**config.mk**
```make
export PLATFORM = sky130hd
export DESIGN_NAME = seq_normalizer_flat
export DESIGN_NICKNAME = d
export VERILOG_FILES = /design/src/rtl/seq_normalizer_if.sv /design/src/rtl/seq_normalizer.sv /design/src/flat_wrapper.sv
export SDC_FILE = /design/constraint.sdc
export NUM_CORES = 1
export LEC_CHECK = 0
export ABC_CLOCK_PERIOD_IN_PS = 2000
export CAP_MARGIN = 25
export CORE_MARGIN = 3
export CORE_UTILIZATION = 38
export DETAILED_ROUTE_END_ITERATION = 16
export HOLD_SLACK_MARGIN = 0.02
export PLACE_DENSITY_LB_ADDON = 0.15
export SLEW_MARGIN = 30
export SYNTH_ARGS = -nofsm -noshare
export SYNTH_HDL_FRONTEND = slang
export SYNTH_SLANG_ARGS = --single-unit
```
**constraint.sdc**
```tcl
create_clock -name i_clk -period 2 [get_ports i_clk]
set_clock_uncertainty 0.2 [all_clocks]
set_input_delay 0.4 -clock i_clk [delete_from_list [all_inputs] [get_ports i_clk]]
set_output_delay 0.4 -clock i_clk [all_outputs]
set_load 0.005 [all_outputs]
```
**src/rtl/seq_normalizer_if.sv**
```systemverilog
// rtl/seq_normalizer_if.sv - request/result bundle between a requester and seq_normalizer
//
// Purpose: groups the start/operand signals and the busy/done/result signals of
// the iterative normalizer so that they travel as a single port.
// Signals:
//   start     requester -> normalizer  request, sampled only while idle
//   data_in   requester -> normalizer  word to normalize
//   lr        requester -> normalizer  1 = normalize toward MSB, 0 = toward LSB
//   busy      normalizer -> requester  high while shifting
//   done      normalizer -> requester  one-cycle result-valid pulse
//   data_out  normalizer -> requester  normalized word
//   n         normalizer -> requester  number of positions shifted
//   zero      normalizer -> requester  captured word was zero
interface seq_normalizer_if #(
  parameter int WIDTH = 8,
  parameter int CNTW  = 3
);
  logic             start;
  logic [WIDTH-1:0] data_in;
  logic             lr;
  logic             busy;
  logic             done;
  logic [WIDTH-1:0] data_out;
  logic [CNTW-1:0]  n;
  logic             zero;

  modport master (
    output start, data_in, lr,
    input  busy, done, data_out, n, zero
  );

  modport slave (
    input  start, data_in, lr,
    output busy, done, data_out, n, zero
  );
endinterface

```
**src/rtl/seq_normalizer.sv**
```systemverilog
// rtl/seq_normalizer.sv - iterative one-bit-per-clock normalizer, inverse of barrel_shifter
//
// Purpose: shifts a captured word one position per clock toward the target end
// (MSB when lr=1, LSB when lr=0) until the target bit is 1, then reports the
// normalized word and the shift distance. Shifting the result back by n in the
// opposite direction reproduces the original word, since only zeros leave.
// Ports:
//   i_clk   rising-edge clock
//   i_rst   synchronous active-high reset
//   io_bus  seq_normalizer_if slave modport (start/data_in/lr in,
//           busy/done/data_out/n/zero out); all outputs come from registers
module seq_normalizer #(
  parameter int WIDTH = 8,
  parameter int CNTW  = 3
) (
  input  logic             i_clk,
  input  logic             i_rst,
  seq_normalizer_if.slave  io_bus
);

  typedef enum logic [1:0] {
    S_IDLE  = 2'd0,
    S_SHIFT = 2'd1,
    S_DONE  = 2'd2
  } state_t;

  state_t           r_state;
  state_t           w_next_state;

  logic [WIDTH-1:0] r_word;
  logic [CNTW-1:0]  r_cnt;
  logic             r_dir;
  logic [WIDTH-1:0] r_out;
  logic [CNTW-1:0]  r_n;
  logic             r_zero;

  logic             w_is_zero;
  logic             w_target;
  logic [WIDTH-1:0] w_shifted;

  // Next-state and datapath decode
  always_comb begin
    w_next_state = r_state;
    w_is_zero    = (r_word == '0);
    w_target     = r_dir ? r_word[WIDTH-1] : r_word[0];
    w_shifted    = r_dir ? {r_word[WIDTH-2:0], 1'b0} : {1'b0, r_word[WIDTH-1:1]};
    case (r_state)
      S_IDLE:  if (io_bus.start) w_next_state = S_SHIFT;
      // A zero word or a set target bit both finish; neither case shifts again
      S_SHIFT: if (w_is_zero || w_target) w_next_state = S_DONE;
      S_DONE:  w_next_state = S_IDLE;
      default: w_next_state = S_IDLE;
    endcase
  end

  always_ff @(posedge i_clk) begin
    if (i_rst) begin
      r_state <= S_IDLE;
    end else begin
      r_state <= w_next_state;
    end
  end

  // Datapath: results only move on the SHIFT->DONE edge and hold otherwise
  always_ff @(posedge i_clk) begin
    if (i_rst) begin
      r_word <= '0;
      r_cnt  <= '0;
      r_dir  <= 1'b0;
      r_out  <= '0;
      r_n    <= '0;
      r_zero <= 1'b0;
    end else begin
      case (r_state)
        S_IDLE: begin
          if (io_bus.start) begin
            r_word <= io_bus.data_in;
            r_dir  <= io_bus.lr;
            r_cnt  <= '0;
          end
        end
        S_SHIFT: begin
          if (w_is_zero) begin
            r_zero <= 1'b1;
            r_out  <= '0;
            r_n    <= '0;
          end else if (w_target) begin
            r_zero <= 1'b0;
            r_out  <= r_word;
            r_n    <= r_cnt;
          end else begin
            // A nonzero word hits its target within WIDTH-1 shifts, so r_cnt cannot wrap
            r_word <= w_shifted;
            r_cnt  <= r_cnt + CNTW'(1);
          end
        end
        default: begin
        end
      endcase
    end
  end

  assign io_bus.busy     = (r_state == S_SHIFT);
  assign io_bus.done     = (r_state == S_DONE);
  assign io_bus.data_out = r_out;
  assign io_bus.n        = r_n;
  assign io_bus.zero     = r_zero;

endmodule
```
**src/flat_wrapper.sv**
```systemverilog
// flat-port wrapper written by rule: the top's interface ports become plain ports
module seq_normalizer_flat 
#(
  parameter int WIDTH = 8,
  parameter int CNTW  = 3
)
  (i_clk, i_rst, io_bus_start, io_bus_data_in, io_bus_lr, io_bus_busy, io_bus_done, io_bus_data_out, io_bus_n, io_bus_zero);
  seq_normalizer_if #(.WIDTH(WIDTH), .CNTW(CNTW)) io_bus_i ();
  input  logic i_clk;
  input  logic i_rst;
  input wire logic [$bits(io_bus_i.start)-1:0] io_bus_start;
  input wire logic [$bits(io_bus_i.data_in)-1:0] io_bus_data_in;
  input wire logic [$bits(io_bus_i.lr)-1:0] io_bus_lr;
  output wire logic [$bits(io_bus_i.busy)-1:0] io_bus_busy;
  output wire logic [$bits(io_bus_i.done)-1:0] io_bus_done;
  output wire logic [$bits(io_bus_i.data_out)-1:0] io_bus_data_out;
  output wire logic [$bits(io_bus_i.n)-1:0] io_bus_n;
  output wire logic [$bits(io_bus_i.zero)-1:0] io_bus_zero;
  assign io_bus_i.start = io_bus_start;
  assign io_bus_i.data_in = io_bus_data_in;
  assign io_bus_i.lr = io_bus_lr;
  assign io_bus_busy = io_bus_i.busy;
  assign io_bus_done = io_bus_i.done;
  assign io_bus_data_out = io_bus_i.data_out;
  assign io_bus_n = io_bus_i.n;
  assign io_bus_zero = io_bus_i.zero;
  seq_normalizer #(.WIDTH(WIDTH), .CNTW(CNTW)) u_core (.i_clk(i_clk), .i_rst(i_rst), .io_bus(io_bus_i));
endmodule
```
==> reports/metrics.yaml, run 1 <==
synth:
  synth_top_family_by_area: "simple AND/OR/NAND/NOR gates"
  synth_common_cells: "26 x dfxtp_1, 20 x nand2_1, 15 x mux2i_1, 9 x nor3_1, 8 x o211ai_1"
  synth.top_cell.area_share: 0.4181
  async_reset_ff_frac: 0
  syn_nets: 144
  yosysWarnings: 0
  synth_simple_gate_area_frac: 0.1930
  muxShareOfSynthArea: 0.1508
  yosysTopAreaCell: "dfxtp_1"
  synth_cell_types: 32
  synth_compound_area_frac: 0.1719
  synth_xor_area_frac: 0
  synth_ff_type: "dfxtp_1"
  synthAdderAreaFrac: 0.01005
  synth.area.top_cells: "dfxtp_1 42%, mux2i_1 12%, nand2_1 6.0%, a31o_1 4.9%, o211ai_1 4.8%"
  synth_most_common_cell: "dfxtp_1"
  ys_ff_latch: 26
  synthCells: 131
  ys_seq_area_frac: 0.4181
  synth-edff-count: 0
  synth_area_sq_um: 1245
  postSynthAreaPerCell_sq_um: 9.503
layout:
  layout-drive-gt1-share: 0.1438
  area_delta_synth_final_pct: 29.15
  num-nets-final: 175
  antenna_cells: 0
  fin_area_sq_um: 1608
  fill_cells: 294
  fin_cells: 204
detailed_routing:
  vias: 1065
  drt_first_pass_iters: 4
  drt-total-wl_um: 2975
  drtIter0Drc: 55
  drtAntennaViolNets: 0
  avgRoutedWirePerCell_um: 14.58
  via_per_inst: 5.221
  drcViolationCount: 0
global_routing:
  grt_pass1_wl_um: 5106
  grt_usage: 0.1591
  antenna_found_initial: 0
  grt_pass1_vias: 1086
  grt_overflow_total: 0
  grt_max_degree: 20
critical_path:
  rrSetupSlack_ns: 0.07
  reg2reg_from: "u_core.r_word[4]"
  cp.required_ns: 2.05
  crit_type: "register to register"
  timing.rr.end: "u_core.r_word[3]"
  end_kind: "register"
  path_max_fanout: 7
  start_kind: "register"
  reg2reg_depth: 5
  cp.arrival_ns: 1.98
cts:
  cts_max_level: 1
  cts.sinks: 26
  clkTransAtPathRegs_ns: 0.14
  post-cts-setup-buffers: 0
  cts-root-buf: "clkbuf_4"
  clk_path_buf_depth: 2
  cts_tree: "done"
  cts-buffers-inserted: 3
  clk_latency_ns: 0.32
placed_design:
  pre_cts_ws_ns: -0.1868
  hpwlAfterDp_um: 2163
  dpl_cell_area_sq_um: 1578
  numPortBuffers: 25
  dp_cells: 201
  place.gp.congestion: 0.8458
timing:
  fin_crit_ns: 1.934
  rsz0062_at_grt: "false"
  slew_headroom: 0.7464
  worst_pin_slew_ns: 0.3772
  max_freq_mhz: 516.9
  fin_crit_sh: 0.9672
  finalSetupViolations: 0
  maxSlewViolCount: 0
  fin_hold_ws_ns: 0.2952
  worst_slack_ns: 0.06555
  hold_viol_final: 0
worst_hold_path:
  hold_class: "register to register"
  holdPathStages: 1
  hold_end: "u_core.io_bus.data_out[5]"
  min_from: "u_core.io_bus.data_out[5]"
floorplan:
  core_area_sq_um: 3078
  die_h_um: 63.24
  initial_utilization: 0.4045
  ios: 26
  rows: 20
  die_x_um: 63.24
  die_area_sq_um: 3999
outcome:
  status: "finished, final reports clean"
flow_run:
  drv_cap: 0
power_and_ir_drop:
  ir_drop_mv: 0.4070
  power_density_nw_per_um2: 836.3
  power.leakage_nw: 0.6107
## logic make-up after synthesis
family          Yosys count
fa+ha+maj                 1
simple gates             47
compound gates           26
mux                      18
flops                    26
buf+inv                  13
## area by class of cell
cell class / count / area, sq um / share of cell area
Clock buffer: 3 / 22.52 / 0.01401
Sequential cell: 26 / 520.5 / 0.3237
Tap cell: 44 / 55.05 / 0.03424
Inverter: 2 / 7.507 / 0.004669
Timing Repair Buffer: 37 / 339.1 / 0.2109
Multi-Input combinational cell: 92 / 663.1 / 0.4125
## how the worst max path moves through the flow
stage                      from  slack, ns  cells after the start          endpoint
2_1_floorplan      io_bus_start       0.26                      4   u_core.r_cnt[0]
3_3_place_gp       io_bus_start      -0.15                      4   u_core.r_cnt[2]
3_5_place_dp       io_bus_start      -0.19                      5  u_core.r_word[3]
4_1_cts        u_core.r_word[7]       0.03                      5  u_core.r_word[3]
5_1_grt        u_core.r_word[4]      0.005                      5  u_core.r_word[6]
6_report       u_core.r_word[4]       0.07                      5  u_core.r_word[3]
## flip-flops by register name, indices dropped and copies added (netlist names)
name,cells
u_core.r_state,2
u_core.io_bus.data_out,8
u_core.io_bus.zero,1
u_core.io_bus.n,3
u_core.r_cnt,3
u_core.r_word,8
u_core.r_dir,1
## placed cells by master (no fill, tap or decap), types with 2 or more instances in the layout
master and n:
mux2i_1 15, nand2_1 20, a31o_1 7, nor2_1 4, nand2b_1 2, nor4b_1 2, dfxtp_1 26, clkbuf_4 3
o21ai_1 3, nor3_1 9, buf_4 12, o211ai_1 8, nand3_1 2, clkdlybuf4s50_1 24, nor2b_1 4
## power breakdown
part / switching, mW / internal, mW
Combinational: 0.258 / 0.232
Clock: 0.153 / 0.0705
Sequential: 0.0593 / 0.572
Total: 0.470 / 0.875
## critical path, stage by stage, from the launching register on
cell and delay, ns:
dfxtp_1 0.37, nor4_2 0.42, a21oi_4 0.12, a21boi_2 0.30
buf_4 0.24, mux2i_1 0.21
## through the flow
step,power [mW],setup TNS (ns),utilization
after floorplan,0.9613,0,-
after global placement,1.114,-1.513,0.5126
after detailed placement,1.122,-1.791,0.5126
after CTS,1.337,0,0.5195
after global routing,1.425,0,0.5224
final,1.345,0,0.5224
## per-layer routing
metal	vias up	global-route usage	wire, um
met5	-	0	0
met2	26	0.2556	1345
met3	2	0.03030	148
li1	537	-	-
met1	500	0.2156	1459
met4	0	0.04852	21
## timing repair
| action | CTS | global route |
|---|---|---|
| hold buffers | 0 | 0 |
| setup endpoints to repair | 1 | 7 |
| gates resized for setup | 1 | 1 |
Power figures use the tool's default switching activity.
==> run 2: changes to the inputs <==
GPL_TIMING_DRIVEN = 0   (was not set)
==> run 2 against run 1 <==
  * Routed wire length up 3.9%
  * Final area up 2.8%
  * Combinational power up 5.3%
  * Sequential share of layout area down 0.81 points
  * Clock power up 21%
  * Critical endpoint is now u_core.r_cnt[0]
  * Worst setup slack better by 0.012 ns
==> reports/metrics.yaml, run 2 (synthesis gave the netlist of run 1 again) <==
placed_design:
  dpl_cell_area_sq_um: 1550  # -1.7%
  place.gp.congestion: 0.7651  # -9.5%
  numPortBuffers: 25  # unchanged
  hpwlAfterDp_um: 2172  # +0.43%
  dp_cells: 200  # -0.50%
detailed_routing:
  drt_first_pass_iters: 4  # unchanged
  via_per_inst: 5.250  # +0.56%
  drtIter0Drc: 30  # -45%
  drcViolationCount: 0  # unchanged
  drtAntennaViolNets: 0  # unchanged
  vias: 1092  # +2.5%
  drt-total-wl_um: 3090  # +3.9%
  avgRoutedWirePerCell_um: 14.86  # +1.9%
power_and_ir_drop:
  power_density_nw_per_um2: 858.0  # +2.6%
  power.share.sequential: 0.447  # -0.023
  switching_share: 0.3448  # -0.004754
  internal_power_uw: 929.1  # +6.2%
  power.switching_uw: 488.9  # +4.0%
  clkPwrFrac: 0.190  # +0.024
  combPwrFrac: 0.364  # about the same
  total_power_mw: 1.418  # +5.5%
  ir_drop_mv: 0.4210  # +3.5%
  power.leakage_nw: 0.6381  # +4.5%
timing:
  fin_crit_sh: 0.9611  # -0.006085
  worst_pin_slew_ns: 0.5171  # +0.1399 ns
  fin_crit_ns: 1.922  # -0.01217 ns
  slew_headroom: 0.6553  # -0.09116
  max_freq_mhz: 520.2  # +0.63%
  rsz0062_at_grt: "false"
  finalSetupViolations: 0  # unchanged
  hold_viol_final: 0  # unchanged
  maxSlewViolCount: 0  # unchanged
critical_path:
  cp.arrival_ns: 1.96  # -0.02 ns
  reg2reg_from: "u_core.r_dir"
  slowest_delay_ns: 0.47  # +0.05 ns
  rrSetupSlack_ns: 0.12  # +0.05 ns
  start_kind: "input pin"
  crit_path_cell_trace: "clkdlybuf4s50_1 -> or3b_2 -> a21boi_2 -> buf_6 -> a32o_1"
  end_kind: "register"
  timing.rr.end: "u_core.io_bus.data_out[7]"
  path_max_fanout: 10  # +3
  crit_type: "input pin to register"
  reg2reg_depth: 6  # +1
  cp-startpoint: "io_bus_start"
  crit_buf_inv: 2  # +1
  cpMaxStageDelayCell: "or3b_2"
  path_delay_family: "buffers and inverters"
  cp.required_ns: 2.04  # about the same
cts:
  cts_max_level: 1  # unchanged
  cts-root-buf: "clkbuf_4"
  clk_latency_ns: 0.33  # about the same
  cts_tree: "done"
  clk_path_buf_depth: 2  # unchanged
  cts.sinks: 26  # unchanged
  cts-buffers-inserted: 3  # unchanged
  clkTransAtPathRegs_ns: 0.14  # about the same
layout:
  seqCellArea_sq_um: 521.8  # +0.24%
  fin_cells: 208  # +2.0%
  fin_area_sq_um: 1653  # +2.8%
  num-nets-final: 178  # +1.7%
  fill_cells: 317  # +7.8%
  final_cell_mix: "25 x dfxtp_1, 23 x clkdlybuf4s50_1, 20 x nand2_1, 15 x mux2i_1, 9 x nor3_1"
  area_delta_synth_final_pct: 32.76
  layout_commonest_cell: "dfxtp_1"
  multiInputGateArea_sq_um: 670.6  # +1.1%
  antenna_cells: 0  # unchanged
  layout-drive-gt1-share: 0.1646  # +0.02088
  utilization: 0.5370  # +0.01463
global_routing:
  antenna_found_initial: 0  # unchanged
  grt_usage: 0.1688  # +0.009731
  grt_pass1_wl_um: 5361  # +5.0%
  grt_pass1_vias: 1113  # +2.5%
  grt_overflow_total: 0  # unchanged
  grt_max_degree: 15  # -25%
floorplan:
  core_area_sq_um: 3078  # unchanged
  die_h_um: 63.24  # unchanged
  ios: 26  # unchanged
  rows: 20  # unchanged
  initial_utilization: 0.4045  # unchanged
  die_area_sq_um: 3999  # unchanged
  die_x_um: 63.24  # unchanged
worst_hold_path:
  hold_end: "u_core.io_bus.data_out[5]"
  hold_class: "register to register"
  holdPathStages: 1  # unchanged
  min_from: "u_core.io_bus.data_out[5]"
outcome:
  status: "finished, final reports clean"
flow_run:
  drv_cap: 0  # unchanged
==> run 2: cell types whose count changed in the layout (fill, tap and decap cells not counted), moves of 3 or more <==
cell	delta
buf_2	+3
buf_4	-8
buf_6	+5
clkbuf_1	+4
==> run 2: routing by layer <==
metal,vias up,global-route usage,routed length (um)
li1,542,-,-
met1,520,0.2321,1459
met2,25,0.2609,1386
met3,5,0.03209,189
met4,0,0.06469,54
met5,-,0,0
==> run 2: worst reg2reg max path: cells and delay by family, from the launching register on <==
kind            cells  cell delay [ns]
mux                 1             0.34
compound gates      2             0.39
simple gates        1             0.09
buf+inv             2             0.42
flops               1             0.35
==> run 2: power groups by stage <==
stage                     Combinational (mW)  Clock, mW  Sequential, mW
after floorplan                        0.337          0           0.624
after detailed placement               0.469          0           0.637
after global routing                   0.567      0.300           0.641
final                                  0.516      0.269           0.633
after CTS                              0.510      0.278           0.626
after global placement                 0.459          0           0.636
==> run 2: how the worst max path moves through the flow <==
stage	cells past startpoint	endpoint
floorplan	4	u_core.r_cnt[0]
global placement	6	io_bus_busy
detailed placement	6	io_bus_busy
CTS	3	io_bus_done
global route	5	u_core.r_word[0]
finish	5	u_core.r_cnt[0]
==> run 2: final cells by class <==
| cell class | instances | area share |
|---|---|---|
| Tap cell | 44 | 0.03331 |
| Buffer | 11 | 0.04921 |
| Inverter | 2 | 0.006056 |
| Sequential cell | 26 | 0.3157 |
| Timing Repair Buffer | 29 | 0.1681 |
| Clock buffer | 4 | 0.02195 |
| Multi-Input combinational cell | 92 | 0.4058 |
==> run 2: metrics by stage <==
stage	hold slack (ns)	TNS, ns	worst slack, ns
2_1_floorplan	0.2707	0	0.2644
3_3_place_gp	0.2592	-2.415	-0.2912
3_5_place_dp	0.2657	-2.826	-0.3022
4_1_cts	0.2971	0	0.008419
5_1_grt	0.3213	0	0.006011
6_report	0.2911	0	0.07772
==> run 2: timing repair <==
action	4_1_cts	5_1_grt
endpoints found under the setup margin	1	4
gates resized for setup	11	5
buffers inserted	4	0
pin swaps	0	0
hold buffers	0	0
==> run 3: changes to the inputs <==
CORE_UTILIZATION = 49   (was 38)
MAX_ROUTING_LAYER = met4   (was not set)
==> run 3 against run 2 <==
  * Sequential share of layout area up 0.94 points
  * Sequential cell count did not move
  * Worst setup slack lost 0.015 ns
  * Clock power barely moved
  * Critical path depth unchanged
  * Routed wire length fell by 1.7%
  * Sequential power is 0.9% lower
  * Critical endpoint unchanged
  * Non-clock buffer count is 2 lower
  * Count of clock-buffer cells in the layout unchanged
  * Combinational power down 4.8%
  * Register-to-register slack lost 0.02 ns
==> reports/metrics.yaml, run 3 (synthesis gave the netlist of run 1 again) <==
cts:
  clkTransAtPathRegs_ns: 0.15  # about the same
  clk_latency_ns: 0.33  # about the same
  cts_max_level: 1  # unchanged
  cts_tree: "done"
  cts.sinks: 26  # unchanged
  cts-root-buf: "clkbuf_4"
  cts-buffers-inserted: 3  # unchanged
  clk_path_buf_depth: 2  # unchanged
placed_design:
  dpl_cell_area_sq_um: 1530  # -1.3%
  numPortBuffers: 25  # unchanged
  place.gp.congestion: 0.8161  # +6.7%
  hpwlAfterDp_um: 2166  # -0.28%
  dp_cells: 184  # -8.0%
  pre_cts_ws_ns: -0.3030  # -0.0008440 ns
layout:
  layout-drive-gt1-share: 0.1420  # -0.02266
  utilization: 0.6924  # +0.1554
  fin_cells: 190  # -8.7%
  layout_commonest_cell: "dfxtp_1"
  final_cell_mix: "25 x dfxtp_1, 23 x clkdlybuf4s50_1, 20 x nand2_1, 15 x mux2i_1, 9 x nor3_1"
  antenna_cells: 0  # unchanged
  num-nets-final: 176  # -1.1%
  area_delta_synth_final_pct: 28.94
  fin_area_sq_um: 1605  # -2.9%
detailed_routing:
  drt-total-wl_um: 3038  # -1.7%
  via_per_inst: 5.763  # +9.8%
  avgRoutedWirePerCell_um: 15.99  # +7.6%
  vias: 1095  # +0.27%
  drcViolationCount: 0  # unchanged
  drtIter0Drc: 45  # +50%
  drtAntennaViolNets: 0  # unchanged
  drt_first_pass_iters: 4  # unchanged
timing:
  tns_ns: 0  # unchanged
  slew_headroom: 0.6392  # -0.01610
  finalSetupViolations: 0  # unchanged
  worst_pin_slew_ns: 0.5413  # +0.02415 ns
  max_freq_mhz: 516.3  # -0.76%
  maxSlewViolCount: 0  # unchanged
  rsz0062_at_grt: "false"
  worst_slack_ns: 0.06302  # -0.01470 ns
  fin_hold_ws_ns: 0.2944  # +0.003271 ns
  hold_viol_final: 0  # unchanged
  fin_crit_sh: 0.9685  # +0.007352
  fin_crit_ns: 1.937  # +0.01470 ns
critical_path:
  crit_type: "input pin to register"
  start_kind: "input pin"
  end_kind: "register"
  path_max_fanout: 10  # unchanged
  cp.required_ns: 2.04  # about the same
  cp.arrival_ns: 1.97  # about the same
  reg2reg_depth: 6  # unchanged
power_and_ir_drop:
  ir_drop_mv: 0.5666  # +35%
  power.leakage_nw: 0.6253  # -2.0%
  total_power_mw: 1.384  # -2.4%
  power_density_nw_per_um2: 862.2  # +0.49%
worst_hold_path:
  hold_class: "register to register"
  holdPathStages: 1  # unchanged
flow_run:
  drv_cap: 0  # unchanged
floorplan:
  die_area_sq_um: 3182  # -20%
  ios: 26  # unchanged
  rows: 17  # -15%
  die_x_um: 56.41  # -11%
  initial_utilization: 0.5370  # +0.1325
  core_area_sq_um: 2318  # -25%
  die_h_um: 56.41  # -11%
global_routing:
  grt_pass1_wl_um: 5388  # +0.50%
  grtUsageMet2: 0.3556  # +0.09472
  antenna_found_initial: 0  # unchanged
  grt_pass1_vias: 1156  # +3.9%
  grt_max_degree: 19  # +4
  gr-usage-met1: 0.2799  # +0.04776
  grt_usage: 0.2162  # +0.04739
  grt-busiest-layer: "met2"
  grt_overflow_total: 0  # unchanged
  use_met3: 0.03218  # +0.00009835
outcome:
  status: "finished, final reports clean"
run 3: routing by layer:
layer | up-vias | routed length [um]
li1 | 535 | -
met1 | 525 | 1394
met2 | 31 | 1474
met3 | 4 | 137
met4 | 0 | 31
met5 | - | 0
run 3: power breakdown:
group / internal, mW / total (mW) / switching [mW]
combinational: 0.228 / 0.491 / 0.264
clock: 0.111 / 0.266 / 0.154
sequential: 0.573 / 0.627 / 0.0545
run 3: path summary, 6_finish.rpt:
path,startpoint,end,slack [ns]
worst min register to register,u_core.io_bus.data_out[5],u_core.io_bus.data_out[5],0.29
worst min-delay path,u_core.io_bus.data_out[5],u_core.io_bus.data_out[5],0.29
worst max register to register,u_core.r_dir,u_core.io_bus.data_out[7],0.10
worst max-delay path,io_bus_start,u_core.r_cnt[0],0.06
run 3: worst max-delay path, cell delays in order:
cell and delay (ns):
clkdlybuf4s50_1 0.47, or3b_2 0.48, a21boi_2 0.20, buf_6 0.16, a32o_1 0.26
run 3: timing repair:
item | in CTS | in global routing
resized for setup | 9 | 1
hold endpoints to repair | 0 | 0
hold buffers | 0 | 0
endpoints found under the setup margin | 1 | 1
setup buffers | 3 | 0
run 3: cell type report:
| cell class | instances | area, sq um |
|---|---|---|
| sequential | 26 | 521.8 |
| buffer | 10 | 73.82 |
| inverter | 2 | 10.01 |
| tap | 28 | 35.03 |
| fill | 179 | 713.2 |
| multi-input combinational | 92 | 654.4 |
| clock buffer | 4 | 36.28 |
| timing repair buffer | 28 | 274.0 |
